==> src/rtl/cfa_window_ctrl_pkg.sv <==
// Shared constants for the 5x5 CFA window path: window edge, tap index width,
// sequencer FSM encodings and a counter-width helper. The line buffers and the
// gradient unit import this package alongside the window controller.
package cfa_window_ctrl_pkg;

    localparam int unsigned FilterSize     = 5;
    // Bits needed to index one tap along a window edge.
    localparam int unsigned FilterBitWidth = $clog2(FilterSize);

    typedef enum logic [1:0] {
        StIdle = 2'd0,
        StFill = 2'd1,
        StRun  = 2'd2,
        StDone = 2'd3
    } win_state_e;

    // Counter width for a range of n values, never narrower than one bit.
    function automatic int unsigned cnt_width(input int unsigned n);
        return (n > 1) ? $clog2(n) : 1;
    endfunction

endpackage

==> src/rtl/cfa_raster_counter.sv <==
// Column/row raster counter. Holds the coordinates of the next pixel to be
// accepted; the column wraps after Width-1 and bumps the row, and the row wraps
// after Height-1 so the counters end a frame back at (0,0).
// Ports:
//   clk_i  clock
//   rst_i  synchronous active-high reset
//   clr_i  clear both counters (frame arm)
//   inc_i  advance by one pixel
//   col_o  current column
//   row_o  current row
//   eol_o  current column is the last of the row
//   eof_o  current pixel is the last of the frame
module cfa_raster_counter
    import cfa_window_ctrl_pkg::*;
#(
    parameter int unsigned Width  = 64,
    parameter int unsigned Height = 64
) (
    input  logic                           clk_i,
    input  logic                           rst_i,
    input  logic                           clr_i,
    input  logic                           inc_i,
    output logic [cnt_width(Width)-1:0]    col_o,
    output logic [cnt_width(Height)-1:0]   row_o,
    output logic                           eol_o,
    output logic                           eof_o
);

    localparam int unsigned ColW = cnt_width(Width);
    localparam int unsigned RowW = cnt_width(Height);
    localparam logic [ColW-1:0] LastCol = ColW'(Width - 1);
    localparam logic [RowW-1:0] LastRow = RowW'(Height - 1);

    logic [ColW-1:0] col_q, col_d;
    logic [RowW-1:0] row_q, row_d;

    assign eol_o = (col_q == LastCol);
    assign eof_o = eol_o && (row_q == LastRow);
    assign col_o = col_q;
    assign row_o = row_q;

    always_comb begin
        col_d = col_q;
        row_d = row_q;
        if (clr_i) begin
            col_d = '0;
            row_d = '0;
        end else if (inc_i) begin
            if (eol_o) begin
                col_d = '0;
                row_d = eof_o ? '0 : row_q + 1'b1;
            end else begin
                col_d = col_q + 1'b1;
            end
        end
    end

    always_ff @(posedge clk_i) begin
        if (rst_i) begin
            col_q <= '0;
            row_q <= '0;
        end else begin
            col_q <= col_d;
            row_q <= row_d;
        end
    end

endmodule

==> src/rtl/cfa_window_ctrl.sv <==
// Raster sequencer for the 5x5 CFA line-buffer window and gradient stage.
// Accepts one pixel per valid/ready handshake, registers it towards the line
// buffers with a shift enable and a one-hot row-write select, and strobes the
// gradient unit once per pixel that completes a fully populated window.
// Ports:
//   clk, rst                  clock, synchronous active-high reset
//   frame_start               arms a new frame (ignored unless idle)
//   pix_valid / pix_ready     pixel handshake
//   d_in / d_out              raster pixel in, registered pixel out
//   buf_en                    line-buffer shift enable, one per accepted pixel
//   row_sel                   one-hot line buffer being written
//   win_start                 window-complete strobe to the gradient unit
//   col_cnt / row_cnt         raster position counters
//   busy / frame_done         frame in progress / end-of-frame pulse
module cfa_window_ctrl #(
    parameter int unsigned DataBitWidth = 12,
    parameter int unsigned FilterSize   = cfa_window_ctrl_pkg::FilterSize,
    parameter int unsigned IMG_W        = 64,
    parameter int unsigned IMG_H        = 64
) (
    input  logic                                            clk,
    input  logic                                            rst,
    input  logic                                            frame_start,
    input  logic                                            pix_valid,
    output logic                                            pix_ready,
    input  logic signed [DataBitWidth-1:0]                  d_in,
    output logic signed [DataBitWidth-1:0]                  d_out,
    output logic                                            buf_en,
    output logic [FilterSize-1:0]                           row_sel,
    output logic                                            win_start,
    output logic [cfa_window_ctrl_pkg::cnt_width(IMG_W)-1:0] col_cnt,
    output logic [cfa_window_ctrl_pkg::cnt_width(IMG_H)-1:0] row_cnt,
    output logic                                            busy,
    output logic                                            frame_done
);

    import cfa_window_ctrl_pkg::*;

    localparam int unsigned ColW = cnt_width(IMG_W);
    localparam int unsigned RowW = cnt_width(IMG_H);
    // A window is complete once both counters have reached the window edge.
    localparam logic [ColW-1:0] WinCol      = ColW'(FilterSize - 1);
    localparam logic [RowW-1:0] WinRow      = RowW'(FilterSize - 1);
    localparam logic [RowW-1:0] LastFillRow = RowW'(FilterSize - 2);

    win_state_e state_q, state_d;

    logic                           accept;
    logic                           cnt_clr;
    logic                           eol;
    logic                           eof;
    logic signed [DataBitWidth-1:0] d_out_q, d_out_d;
    logic                           buf_en_q, buf_en_d;
    logic                           win_start_q, win_start_d;
    logic [FilterSize-1:0]          row_sel_q, row_sel_d;

    assign pix_ready  = (state_q == StFill) || (state_q == StRun);
    assign accept     = pix_valid & pix_ready;
    assign cnt_clr    = (state_q == StIdle) && frame_start;
    assign busy       = (state_q != StIdle);
    assign frame_done = (state_q == StDone);

    assign d_out      = d_out_q;
    assign buf_en     = buf_en_q;
    assign win_start  = win_start_q;
    assign row_sel    = row_sel_q;

    cfa_raster_counter #(
        .Width  (IMG_W),
        .Height (IMG_H)
    ) u_raster_counter (
        .clk_i (clk),
        .rst_i (rst),
        .clr_i (cnt_clr),
        .inc_i (accept),
        .col_o (col_cnt),
        .row_o (row_cnt),
        .eol_o (eol),
        .eof_o (eof)
    );

    always_comb begin
        state_d     = state_q;
        d_out_d     = d_out_q;
        row_sel_d   = row_sel_q;
        buf_en_d    = accept;
        // Counters still hold the accepted pixel's coordinates this cycle.
        win_start_d = accept && (row_cnt >= WinRow) && (col_cnt >= WinCol);

        if (accept) begin
            d_out_d = d_in;
        end
        // Advance to the next line buffer only at the end of a row.
        if (accept && eol) begin
            row_sel_d = {row_sel_q[FilterSize-2:0], row_sel_q[FilterSize-1]};
        end

        case (state_q)
            StIdle: begin
                if (frame_start) begin
                    state_d   = StFill;
                    row_sel_d = FilterSize'(1);
                end
            end
            StFill: begin
                if (accept && eol && (row_cnt == LastFillRow)) begin
                    state_d = StRun;
                end
            end
            StRun: begin
                if (accept && eof) begin
                    state_d = StDone;
                end
            end
            StDone: begin
                state_d = StIdle;
            end
            default: begin
                state_d = StIdle;
            end
        endcase
    end

    always_ff @(posedge clk) begin
        if (rst) begin
            state_q     <= StIdle;
            d_out_q     <= '0;
            buf_en_q    <= 1'b0;
            win_start_q <= 1'b0;
            row_sel_q   <= FilterSize'(1);
        end else begin
            state_q     <= state_d;
            d_out_q     <= d_out_d;
            buf_en_q    <= buf_en_d;
            win_start_q <= win_start_d;
            row_sel_q   <= row_sel_d;
        end
    end

endmodule
==> config.mk <==
export PLATFORM = sky130hd
export DESIGN_NAME = cfa_window_ctrl
export DESIGN_NICKNAME = d
export VERILOG_FILES = /design/src/rtl/cfa_window_ctrl_pkg.sv /design/src/rtl/cfa_raster_counter.sv /design/src/rtl/cfa_window_ctrl.sv
export SDC_FILE = /design/constraint.sdc
export NUM_CORES = 1
export LEC_CHECK = 0
export CAP_MARGIN = 15
export CELL_PAD_IN_SITES_DETAIL_PLACEMENT = 2
export CELL_PAD_IN_SITES_GLOBAL_PLACEMENT = 2
export CORE_MARGIN = 8
export CORE_UTILIZATION = 22
export CTS_CLUSTER_SIZE = 16
export DETAILED_ROUTE_END_ITERATION = 6
export PLACE_DENSITY = 0.73
export SLEW_MARGIN = 20
export SYNTH_ARGS = -nofsm -noshare
export SYNTH_HDL_FRONTEND = slang
export SYNTH_SLANG_ARGS = --single-unit
==> constraint.sdc <==
create_clock -name clk -period 2.25 [get_ports clk]
set_clock_uncertainty 0.15 [all_clocks]
set_input_delay 0.225 -clock clk [delete_from_list [all_inputs] [get_ports clk]]
set_output_delay 0.225 -clock clk [all_outputs]
set_load 0.02 [all_outputs]
==> metrics, run 1 <==
DR pass1 iterations=4; Final min period=~2100 ps; crit-path cells=inv_1 -> ha_4 -> and2_1 -> and3_1 -> nand3_1 -> a222oi_1 -> buf_4 -> mux2i_1; die width=96.2 microns; Critical Path End Type=flop; CP Launch Type=flop; clock root cell=clkbuf_8; final max-slew violation count=0; area growth from synthesis to layout=50.5%; cell count after synthesis=roughly 170; syn nets=196; Synth cell types=28; WL/cell=around 14 microns; DRT antenna net count=0; crit path kind=flop to flop; worst-case clock buffer depth=2; Most used DFF post-synth=dfxtp_1; Buffers on Ports=49; Max Cap Viol=0; CTS tree=done; DR iter-0 viols=41; Sinks on Clock Net=33; placed cells=between 200 and 300; total power=1.83 mW; slowest stage cell, crit path=dfxtp_1; GR Overflow Total=0; Final Routed Wirelength=between 4000 and 5000 microns; GP Congestion=0.739; initial antenna violation count=0; Die Ht=96.2 microns; Worst Tran Pin Value=roughly 340 ps; DRC violations left=0; area leader, netlist=dfxtp_1; # diodes=0; RSZ-0062 raised after global routing=no; Skew-Pair Late Insertion Delay=approximately 280 ps; setup TNS=0 ps; hpwl dp=3410 microns; Seq cells post-synth=33; critical path required time=approximately 2300 ps; Synth area leaders=dfxtp_1 (47%), nand2_1 (12%), a21oi_1 (7.4%), ha_1 (7.1%), nor2_1 (3.2%); area of the mapped netlist=between 1000 and 1500 sq um; peak supply drop=295 uV; CP Max Fanout=4; Pleak=0.765 nW; routed vias=1385; Inserted Clock Buffers=5; Max Fclk=0.474 GHz; relative slew slack=approximately 77%; CP peak stage delay=380 ps; row count=29; worst setup path startpoint=state_q[0]$_SDFFE_PP0P_; worst min path class=flop to flop; Placeable Area=6280 sq um; Syn Area/Cell=8.22 sq um; first-pass GRT wire length=7420 microns; clock-pin slew on the worst setup and hold paths=60 ps; Seq/Total Area, Yosys=46.7%; I/O Pins=50; share of cells above drive strength 1=about 7.4%; CTS H-Tree Depth=2; post-synthesis async set-or-reset flop share=0%; Yosys warnings=0; RR Startpoint=state_q[0]$_SDFFE_PP0P_; Post-synth EDFFs=0; final non-filler cell total=306; top-area cell type share of the netlist area=46.7%; largest net degree at the start of global routing=19; die area=9250 sq um; Final period util=93.7%; # setup viols final=0; power density over cell area=859 nW/um^2; vias in the first global route=1515; drt via density=4.53; CP Data Arrival Time=2170 ps; Nets=253; Initial Util=22.5%; run status=completed; final hold vios=0; hold path startpoint=d_out[10]$_SDFFE_PP0N_; GRT Overall Usage=between 10% and 20%; buffers plus inverters on the worst setup path=2; Top delay family on crit path=simple AND/OR/NAND/NOR gates
## cells by family (layout without fill, tap and decap cells)
logic type / after synthesis / in the layout / share of synthesized area [%]
compound gates: 29 / 29 / 11.3
fa+ha+maj: 8 / 8 / 7.08
xor+xnor: 6 / 6 / 3.72
simple gates: 76 / 76 / 23.9
flops: 33 / 33 / 46.7
buf+inv: 17 / 74 / 5.13
mux: 3 / 3 / 2.12
## registers in the layout, summed over array words and instances (netlist names)
register                count
u_raster_counter.col_o      6
buf_en                      1
d_out                      12
state_q                     2
win_start                   1
u_raster_counter.row_o      6
row_sel                     5
## Yosys cell counts (all sizes together), types with 2 or more instances
library cell  instances
a21oi                21
and3                  3
and4                  2
buf                   4
clkbuf                4
dfxtp                33
ha                    8
inv                   9
mux2i                 3
nand2                44
nand3                 5
nand3b                2
nor2                 12
nor3                  4
o21ai                 4
xnor2                 3
xor2                  3
## cell type report
type                       count  area (sq um)
timing repair buffer          58           558
multi-input combinational    122           693
clock buffer                   7          86.3
sequential                    33           661
fill                         748          4150
inverter                       9          33.8
tap                           77          96.3
## worst register-to-register path, stage by stage, from the launching register on
cell and delay (ps):
dfxtp_1 380, inv_1 110, ha_4 280, and2_1 150, and3_1 220, nand3_1 100, a222oi_1 310, buf_4 180
mux2i_1 160
## metal layers
layer	vias to the layer above	share of wire [%]	track usage [%]
met5	-	0	0
met4	0	0.30	2.30
met3	2	13	6.55
met2	46	47	17.0
met1	661	40	10.7
li1	676	-	-
## power by group
part	leakage [nW]	total [mW]	internal, mW	switching [mW]
Combinational	0.454	0.680	0.315	0.365
Sequential	0.267	0.699	0.654	0.0449
Clock	0.0443	0.449	0.243	0.206
## metrics by stage
| step | utilization, % | setup slack, ps | hold slack, ps | area, sq um |
|---|---|---|---|---|
| after CTS | 33.8 | 49.6 | 311 | 2120 |
| after global placement | 32.4 | 166 | 292 | 2030 |
| after detailed placement | 32.4 | 66.6 | 301 | 2030 |
| final | 33.9 | 141 | 305 | 2130 |
| after floorplan | - | 64.7 | 144 | 1430 |
| after global routing | 33.9 | 35.1 | 332 | 2130 |
## cell usage in the layout, fill, tap and decap left out, types with 2 or more instances in the layout
| cell | synthesis | layout |
|---|---|---|
| mux2i_1 | 3 | 3 |
| and4_1 | 2 | 2 |
| nand3_1 | 5 | 5 |
| inv_1 | 9 | 9 |
| o21ai_0 | 3 | 3 |
| ha_1 | 8 | 7 |
| nor2_1 | 12 | 12 |
| a21oi_1 | 21 | 21 |
| nor3_1 | 4 | 4 |
| xnor2_1 | 3 | 3 |
| xor2_1 | 3 | 3 |
| clkbuf_8 | 0 | 6 |
| nand3b_1 | 2 | 2 |
| nand2_1 | 44 | 44 |
| dfxtp_1 | 33 | 33 |
| and3_1 | 3 | 3 |
| clkdlybuf4s50_1 | 0 | 49 |
| buf_4 | 2 | 9 |
## timing repair
item	in CTS	in global routing
setup buffers	0	1
gates resized for setup	0	0
hold buffers	0	0
endpoints found under the setup margin	0	2
## worst paths after layout
| path | cells past startpoint | slack [ps] | endpoint |
|---|---|---|---|
| worst max-delay path | 8 | 140 | state_q[0]$_SDFFE_PP0P_ |
| worst max register to register | 8 | 140 | state_q[0]$_SDFFE_PP0P_ |
| worst min-delay path | 2 | 300 | d_out[10]$_SDFFE_PP0N_ |
| worst min register to register | 2 | 300 | d_out[10]$_SDFFE_PP0N_ |
Power figures use the tool's default switching activity.
==> run 2, diff against run 1 <==
--- a/config.mk
+++ b/config.mk
@@ -13,7 +13,6 @@
 export CTS_CLUSTER_SIZE = 16
 export DETAILED_ROUTE_END_ITERATION = 6
 export PLACE_DENSITY = 0.73
-export SLEW_MARGIN = 20
 export SYNTH_ARGS = -nofsm -noshare
 export SYNTH_HDL_FRONTEND = slang
 export SYNTH_SLANG_ARGS = --single-unit
==> results of run 2 <==
Same layout as run 1: the final DEF is identical, and so are final timing and power.
